File: config.mk
export PLATFORM = sky130hd
export DESIGN_NAME = conv33_window
export DESIGN_NICKNAME = d
export VERILOG_FILES = /design/src/rtl/conv33_window.sv
export SDC_FILE = /design/constraint.sdc
export NUM_CORES = 1
export LEC_CHECK = 0
export ABC_CLOCK_PERIOD_IN_PS = 4000
export BUFFER_PORTS_ARGS = -buffer_cell sky130_fd_sc_hd__clkbuf_2
export CORE_ASPECT_RATIO = 1.75
export CORE_MARGIN = 2
export CORE_UTILIZATION = 60
export DETAILED_ROUTE_END_ITERATION = 10
export GPL_TIMING_DRIVEN = 0
export PLACE_DENSITY = 0.77
export SYNTH_ARGS = -nofsm -noshare
export SYNTH_HDL_FRONTEND = slang
export SYNTH_SLANG_ARGS = --single-unit
File: constraint.sdc
create_clock -name clk -period 4 [get_ports clk]
set_clock_uncertainty 0.05 [all_clocks]
set_input_delay 0 -clock clk [delete_from_list [all_inputs] [get_ports clk]]
set_output_delay 0 -clock clk [all_outputs]
set_load 0.03 [all_outputs]
File: src/rtl/conv33_window.sv
// 3x3 sliding-window generator: two line buffers plus a 3x3 register window,
// one pixel per handshake in row-major order, stride 1, no padding.
module conv33_window #(
  parameter int DATA_WIDTH = 8,
  parameter int IMG_W      = 28,
  parameter int IMG_H      = 28
) (
  input  logic                  clk,
  input  logic                  rst,
  input  logic                  start,
  output logic                  done,
  input  logic                  pix_valid_in,
  output logic                  pix_ready_out,
  input  logic [DATA_WIDTH-1:0] pix_data,
  output logic                  win_valid_out,
  input  logic                  win_ready_in,
  output logic [DATA_WIDTH-1:0] win_0_0,
  output logic [DATA_WIDTH-1:0] win_0_1,
  output logic [DATA_WIDTH-1:0] win_0_2,
  output logic [DATA_WIDTH-1:0] win_1_0,
  output logic [DATA_WIDTH-1:0] win_1_1,
  output logic [DATA_WIDTH-1:0] win_1_2,
  output logic [DATA_WIDTH-1:0] win_2_0,
  output logic [DATA_WIDTH-1:0] win_2_1,
  output logic [DATA_WIDTH-1:0] win_2_2
);

  localparam int CW = $clog2(IMG_W);
  localparam int RW = $clog2(IMG_H);

  typedef enum logic [1:0] {IDLE, RUN, DONE} state_t;

  state_t                state_reg, state_next;
  logic [CW-1:0]         col_reg;
  logic [RW-1:0]         row_reg;
  logic                  last_taken_reg;
  logic                  win_valid_reg;
  logic                  accept;
  logic                  col_last, row_last;

  logic [DATA_WIDTH-1:0] lb0 [IMG_W];
  logic [DATA_WIDTH-1:0] lb1 [IMG_W];
  logic [DATA_WIDTH-1:0] new_col [3];
  logic [DATA_WIDTH-1:0] win_tap [9];

  assign pix_ready_out = (state_reg == RUN) && !last_taken_reg &&
                         (!win_valid_reg || win_ready_in);
  assign accept        = pix_valid_in && pix_ready_out;
  assign col_last      = (col_reg == CW'(IMG_W - 1));
  assign row_last      = (row_reg == RW'(IMG_H - 1));
  assign done          = (state_reg == DONE);
  assign win_valid_out = win_valid_reg;

  always_comb begin
    state_next = state_reg;
    case (state_reg)
      IDLE:    if (start) state_next = RUN;
      // Once the final pixel is in, the only window left is the last one.
      RUN:     if (last_taken_reg && win_valid_reg && win_ready_in) state_next = DONE;
      DONE:    state_next = IDLE;
      default: state_next = IDLE;
    endcase
  end

  always_ff @(posedge clk) begin
    if (rst) begin
      state_reg      <= IDLE;
      col_reg        <= '0;
      row_reg        <= '0;
      last_taken_reg <= 1'b0;
      win_valid_reg  <= 1'b0;
    end else begin
      state_reg <= state_next;
      if (state_reg == IDLE && start) begin
        col_reg        <= '0;
        row_reg        <= '0;
        last_taken_reg <= 1'b0;
      end else if (accept) begin
        if (col_last) begin
          col_reg <= '0;
          row_reg <= row_last ? '0 : row_reg + RW'(1);
          if (row_last) last_taken_reg <= 1'b1;
        end else begin
          col_reg <= col_reg + CW'(1);
        end
      end
      if (accept)
        win_valid_reg <= (row_reg >= RW'(2)) && (col_reg >= CW'(2));
      else if (win_ready_in)
        win_valid_reg <= 1'b0;
    end
  end

  // Line buffers are never cleared; rows 0-1 refill them each frame.
  always_ff @(posedge clk) begin
    if (accept) begin
      lb1[col_reg] <= lb0[col_reg];
      lb0[col_reg] <= pix_data;
    end
  end

  assign new_col[0] = lb1[col_reg];
  assign new_col[1] = lb0[col_reg];
  assign new_col[2] = pix_data;

  for (genvar gi = 0; gi < 3; gi++) begin : g_row
    logic [DATA_WIDTH-1:0] tap_reg [3];

    always_ff @(posedge clk) begin
      if (rst) begin
        tap_reg[0] <= '0;
        tap_reg[1] <= '0;
        tap_reg[2] <= '0;
      end else if (accept) begin
        tap_reg[0] <= tap_reg[1];
        tap_reg[1] <= tap_reg[2];
        tap_reg[2] <= new_col[gi];
      end
    end

    for (genvar gj = 0; gj < 3; gj++) begin : g_col
      assign win_tap[gi*3 + gj] = tap_reg[gj];
    end
  end

  assign win_0_0 = win_tap[0];
  assign win_0_1 = win_tap[1];
  assign win_0_2 = win_tap[2];
  assign win_1_0 = win_tap[3];
  assign win_1_1 = win_tap[4];
  assign win_1_2 = win_tap[5];
  assign win_2_0 = win_tap[6];
  assign win_2_1 = win_tap[7];
  assign win_2_2 = win_tap[8];

endmodule

==> results of run 1 <==
==> worst max-delay path: cells and delay by family (launching register included) <==
kind	cells	cell delay, ns
AO/OA/AOI/OAI	1	0.27
buffers and inverters	2	0.98
flip-flops	1	0.34
multiplexers	1	0.45
AND/OR/NAND/NOR	2	0.94
==> layout by cell type, fill, tap and decap left out, drive strengths merged, types with 13 or more instances in the layout <==
cell	synthesis	layout
clkinv	0	16
o21ai	17	17
and3	59	59
mux2i	87	87
nand3	27	27
clkbuf	25	167
buf	36	60
mux4	77	77
a21oi	20	20
a22oi	25	25
nand2	49	49
nor2	41	41
nor2b	13	13
edfxtp	520	520
dfxtp	19	19
==> synthesized netlist by cell type, drive strengths merged, types with 5 or more instances <==
| master | number | area, um^2 |
|---|---|---|
| a21oi | 20 | 100.1 |
| a221oi | 5 | 50.04 |
| o21ai | 17 | 85.08 |
| mux4 | 77 | 1745 |
| nor2 | 41 | 153.9 |
| a31oi | 12 | 75.07 |
| buf | 36 | 300.3 |
| nand3 | 27 | 135.1 |
| nor2b | 13 | 81.33 |
| and3 | 59 | 369.1 |
| a31o | 7 | 61.31 |
| mux2i | 87 | 870.8 |
| ha | 7 | 87.58 |
| inv | 10 | 37.53 |
| edfxtp | 520 | 15610 |
| nor3 | 5 | 25.02 |
| clkbuf | 25 | 93.84 |
| dfxtp | 19 | 380.4 |
| nand2 | 49 | 183.9 |
| a22oi | 25 | 187.7 |
==> worst min path at each step <==
stage                                to  slack, ns  cells past startpoint
after global placement     state_reg[1]       0.23                      3
final                        lb0[19][2]       0.09                      1
after global routing         lb0[19][2]       0.13                      1
after floorplan           win_valid_out       0.02                      1
after detailed placement   state_reg[1]       0.24                      3
after CTS                    lb0[19][2]       0.09                      1
==> logic make-up (layout without fill, tap and decap cells) <==
kind of cell / Yosys count / in the layout / share of synthesized area, %
mux: 168 / 168 / 12.66
flops: 539 / 539 / 76.07
buf+inv: 71 / 264 / 2.053
xor+xnor: 1 / 1 / 0.04166
simple gates: 218 / 218 / 5.284
fa+ha+maj: 7 / 7 / 0.4165
compound gates: 106 / 106 / 3.481
==> metal layers <==
layer / share of wire (%) / vias up / global-route usage [%] / wire (um)
met5: 0 / - / 0 / 0
met4: 6.8 / 0 / 15.77 / 3305
met3: 6.6 / 138 / 3.400 / 3219
met2: 52 / 622 / 48.19 / 25640
met1: 34 / 5656 / 31.79 / 16740
li1: - / 4794 / - / -
==> stage by stage <==
stage | setup WS [ns] | cells | hold slack [ns]
detailed placement | 0.5001 | 1681 | 0.2432
global placement | 0.1890 | 1657 | 0.2323
finish | 0.3599 | 1763 | 0.08566
global route | 0.2725 | 1763 | 0.1272
CTS | 0.4486 | 1763 | 0.08838
floorplan | 1.038 | 1110 | 0.01907
==> final cells by class <==
type,count,area (um^2)
plain buffers,61,394.1
clock buffers,55,1164
clock inverters,21,176.4
fillers,2126,10570
inverters,10,37.54
multi-input cells,500,4678
flip-flops and latches,539,16000
well taps,460,575.6
repair buffers,117,868.3
==> power groups by stage <==
stage	sequential, mW	combinational [mW]	clock, mW
3_5_place_dp	6.40	0.440	0
5_1_grt	6.28	0.469	4.33
3_3_place_gp	6.40	0.425	0
4_1_cts	6.28	0.445	4.14
2_1_floorplan	6.49	0.167	0
6_report	6.28	0.444	4.10
==> timing repair <==
item                      CTS  global route
hold buffers                6             0
resized for setup           0             0
buffers inserted            0             0
hold endpoints to repair   13             0
==> impl_metrics.tcl, run 1 <==
set metrics [dict create \
    synth_area_um2 21030 \
    p_int_mw 8.620 \
    synthArstFlopShare_pct 0 \
    worst_pin_slew_ns 1.160 \
    worstSetupEndpoint "lb1[14][1]" \
    nets 1293 \
    path_class "flip-flop to flip-flop" \
    grt-ovfl-total 0 \
    coreArea_um2 34460 \
    place.gp.congestion 0.9004 \
    drv_slew 0 \
    r2r_setup_slack_ns 0.36 \
    critPathRequiredTime_ns 3.91 \
    die_x_um 145.5 \
    synth_edf_count 520 \
    r2r_end "lb1[14][1]" \
    status "complete, no violations" \
    ys_warn_count 0 \
    start_util_pct 61.02 \
    pwr-share-comb_pct 4.1 \
    post_dp_cell_area_um2 22490 \
    grt_usage_pct 27.09 \
    start_kind "flip-flop" \
    clock_path_buffers 3 \
    clock.fmax_mhz 274.7 \
    rsz0062_at_grt "no" \
    wl_per_cell_um 27.74 \
    clkTransAtPathRegs_ns 0.07 \
    tns_ns 0 \
    avgSynthCellArea_um2 18.94 \
    hold_class "input pin to flip-flop" \
    clock_sinks 539 \
    area_growth_pct 13.61 \
    pwr-share-clk_pct 37.9 \
    cp.arrival_ns 3.55 \
    power_mw 10.82 \
    min_period_over_period_pct 91.00 \
    synthFlopType "edfxtp_1" \
    p_leak_nw 7.928 \
    worst_skew_pair.late_latency_ns 0.56 \
    remaining_drc_errors 0 \
    firstDrtPassIters 5 \
    crit_chain "buf_4 -> clkbuf_1 -> mux4_2 -> nand2_1 -> a31o_2 -> nand3_1" \
    cts_tree "built" \
    insertedDiodeCount 0 \
    dieArea_um2 36620 \
    grt_start_max_net_pins 73 \
    slowest_delay_ns 0.84 \
    min_period_ns 3.640 \
    cap_violations 0 \
    ioPinCount 88 \
    cpMaxStageDelayCell "nand3_1" \
    rows 90 \
    worstHoldStart "pix_data[2]" \
    clock-root-buffer "clkbuf_16" \
    path_max_fanout 28 \
    fin_util_pct 69.33 \
    viasPerCell 6.358 \
    synthCells 1110 \
    finalInstanceArea_um2 23890 \
    cp-end-kind "flip-flop" \
    synth_cell_types 53 \
    syn_nets 1130 \
    antenna_found_initial 0 \
    numCtsBuffers 44 \
    sw_frac_of_total_pct 20.35 \
    grt_pass1_wl_um 71820 \
    vias 11210 \
    dp_hpwl_um 32810 \
    wirelength_um 48900 \
    io_buffers 87 \
    yosys_register_bits 539 \
    grt_pass1_vias 11392 \
    irDropWorstVdd_mv 0.2994 \
    power.density_nw_per_um2 453.0 \
    drt_iter0_drc 1103 \
    drtAntennaViolNets 0 \
    finalHoldViolations 0 \
    die_y_um 251.7 \
    yosysSeqAreaShare_pct 76.07 \
    relSlewSlack_pct 22.43 \
    htree_levels 2 \
    switching_power_mw 2.202 \
    finalSetupViolations 0 \
    reg2regPathDepth 6 \
    drive_above_1_share_pct 24.48 \
    pwr-share-seq_pct 58.0 \
]
Note: power is estimated with default switching activity, not from simulation.
==> inputs of run 2 (changes only) <==
- CTS_BUF_LIST: not set -> sky130_fd_sc_hd__clkbuf_16
- PLACE_DENSITY: 0.77 -> 0.83
==> run 2 against run 1 <==
Compared with the run above: routed wire length rose by 4.2%; sequential share of layout area rose by 0.31 points; die area did not move; largest power group unchanged; fmax down 1.6%; clock power shrank 2%; global-route usage grew 0.98 points; largest cell class unchanged; combinational power up 2%; core utilization is 0.32 points lower; count of clock-buffer cells in the layout shrank 10; critical path depth unchanged; highest routed layer unchanged.
==> impl_metrics.tcl, run 2 (synthesis gave the netlist of run 1 again) <==
set metrics [dict create \
    setup_slack_ns 0.3007 \
    die_x_um 145.5 \
    numCtsBuffers 42 \
    viasPerCell 6.580 \
    crit_chain "buf_4 -> clkbuf_1 -> mux4_2 -> nand2_1 -> a31o_2 -> nand3_1" \
    final.fill_count 2019 \
    finalHoldViolations 0 \
    worst_pin_slew_ns 1.151 \
    multi_input_area_um2 4678 \
    ctsResizeCount 0 \
    clock-root-buffer "clkbuf_16" \
    tns_ns 0 \
    clock.fmax_mhz 270.3 \
    grt_start_max_net_pins 73 \
    firstDrtPassIters 7 \
    area_growth_pct 13.08 \
    start_util_pct 61.02 \
    status "complete, no violations" \
    remaining_drc_errors 0 \
    cp-end-kind "flip-flop" \
    relSlewSlack_pct 23.02 \
    htree_levels 2 \
    vias 11554 \
    irDropWorstVdd_mv 0.3049 \
    pre_cts_ws_ns 0.4939 \
    worst_skew_pair.late_latency_ns 0.56 \
    fin_util_pct 69.01 \
    drtAntennaViolNets 0 \
    min_period_over_period_pct 92.48 \
    die_y_um 251.7 \
    drive_above_1_share_pct 24.23 \
    place.gp.congestion 0.9398 \
    final-seq-area_um2 16000 \
    clkTransAtPathRegs_ns 0.07 \
    io_buffers 87 \
    final_common_cell "edfxtp_1" \
    critPathBufInv 2 \
    clock_path_buffers 3 \
    critPathRequiredTime_ns 3.91 \
    start_kind "flip-flop" \
    slowest_delay_ns 0.85 \
    ioPinCount 88 \
    grt_pass1_vias 11750 \
    power.density_nw_per_um2 452.3 \
    grt_pass1_wl_um 74490 \
    min_period_ns 3.699 \
    cts_tree "built" \
    antenna_found_initial 0 \
    path_max_fanout 28 \
    finalSetupViolations 0 \
    drv_slew 0 \
    hold_class "input pin to flip-flop" \
    drt_iter0_drc 1478 \
    p_leak_nw 7.902 \
    dieArea_um2 36620 \
    rows 90 \
    insertedDiodeCount 0 \
    cp.arrival_ns 3.61 \
    power_mw 10.75 \
    wl_per_cell_um 29.02 \
    cap_violations 0 \
    crit_family "buffers and inverters" \
    layout_common_cells "edfxtp_1 (520), mux2i_1 (87), clkbuf_2 (87)" \
    dp_hpwl_um 33470 \
    rsz0062_at_grt "no" \
    wirelength_um 50960 \
    clock_sinks 539 \
    grt_usage_pct 28.07 \
    nets 1286 \
    path_class "flip-flop to flip-flop" \
    cpMaxStageDelayCell "nand3_1" \
    grt-ovfl-total 0 \
    coreArea_um2 34460 \
]
==> run 2: cell types whose count changed in the layout (fill, tap and decap cells not counted) <==
| cell | before | now |
|---|---|---|
| bufinv_16 | 3 | 2 |
| buf_8 | 24 | 18 |
| inv_1 | 9 | 15 |
| buf_6 | 12 | 14 |
| inv_6 | 1 | 0 |
| clkinv_4 | 0 | 1 |
| clkinv_1 | 8 | 11 |
| dlygate4sd3_1 | 6 | 5 |
| clkbuf_1 | 35 | 25 |
==> run 2: cell type report <==
type	count	area share (%)
multi-input combinational	500	19.67
clock inverter	29	0.7577
clock buffer	45	4.736
timing repair buffer	112	3.326
tap	460	2.421
buffer	61	1.658
inverter	10	0.1579
sequential	539	67.27
==> run 2: through the flow <==
step,hold WS (ns),area [um^2],cells
2_1_floorplan,0.01907,21030,1110
3_3_place_gp,0.2323,22040,1657
3_5_place_dp,0.2545,22420,1677
4_1_cts,0.1024,23780,1756
5_1_grt,0.1478,23780,1756
6_report,0.1261,23780,1756
==> run 2: report_power, final <==
part,switching (mW),internal (mW),total (mW)
registers,0.0236,6.25,6.28
logic,0.339,0.111,0.451
clock network,1.87,2.16,4.03
==> run 2: path summary, 6_finish.rpt <==
| kind | to | depth (start not counted) | start | slack (ns) |
|---|---|---|---|---|
| worst max-delay path | lb1[11][3] | 6 | flip-flop | 0.30 |
| worst max register to register | lb1[11][3] | 6 | flip-flop | 0.30 |
| worst min register to register | state_reg[0] | 1 | state_reg[1] | 0.44 |
| worst min-delay path | lb0[27][2] | 1 | pix_data[2] | 0.13 |
==> run 2: repair_timing <==
item | CTS | global route
endpoints found under the hold margin | 17 | 0
setup buffers | 0 | 0
endpoints found under the setup margin | 0 | 0
hold buffers | 5 | 0
==> run 2: per-layer routing <==
| layer | global-route usage (%) | share of wire (%) | vias to the layer above |
|---|---|---|---|
| li1 | - | - | 4782 |
| met3 | 4.828 | 9.2 | 175 |
| met4 | 19.08 | 7.5 | 0 |
| met5 | 0 | 0 | - |
| met2 | 48.11 | 51 | 814 |
| met1 | 32.48 | 32 | 5783 |
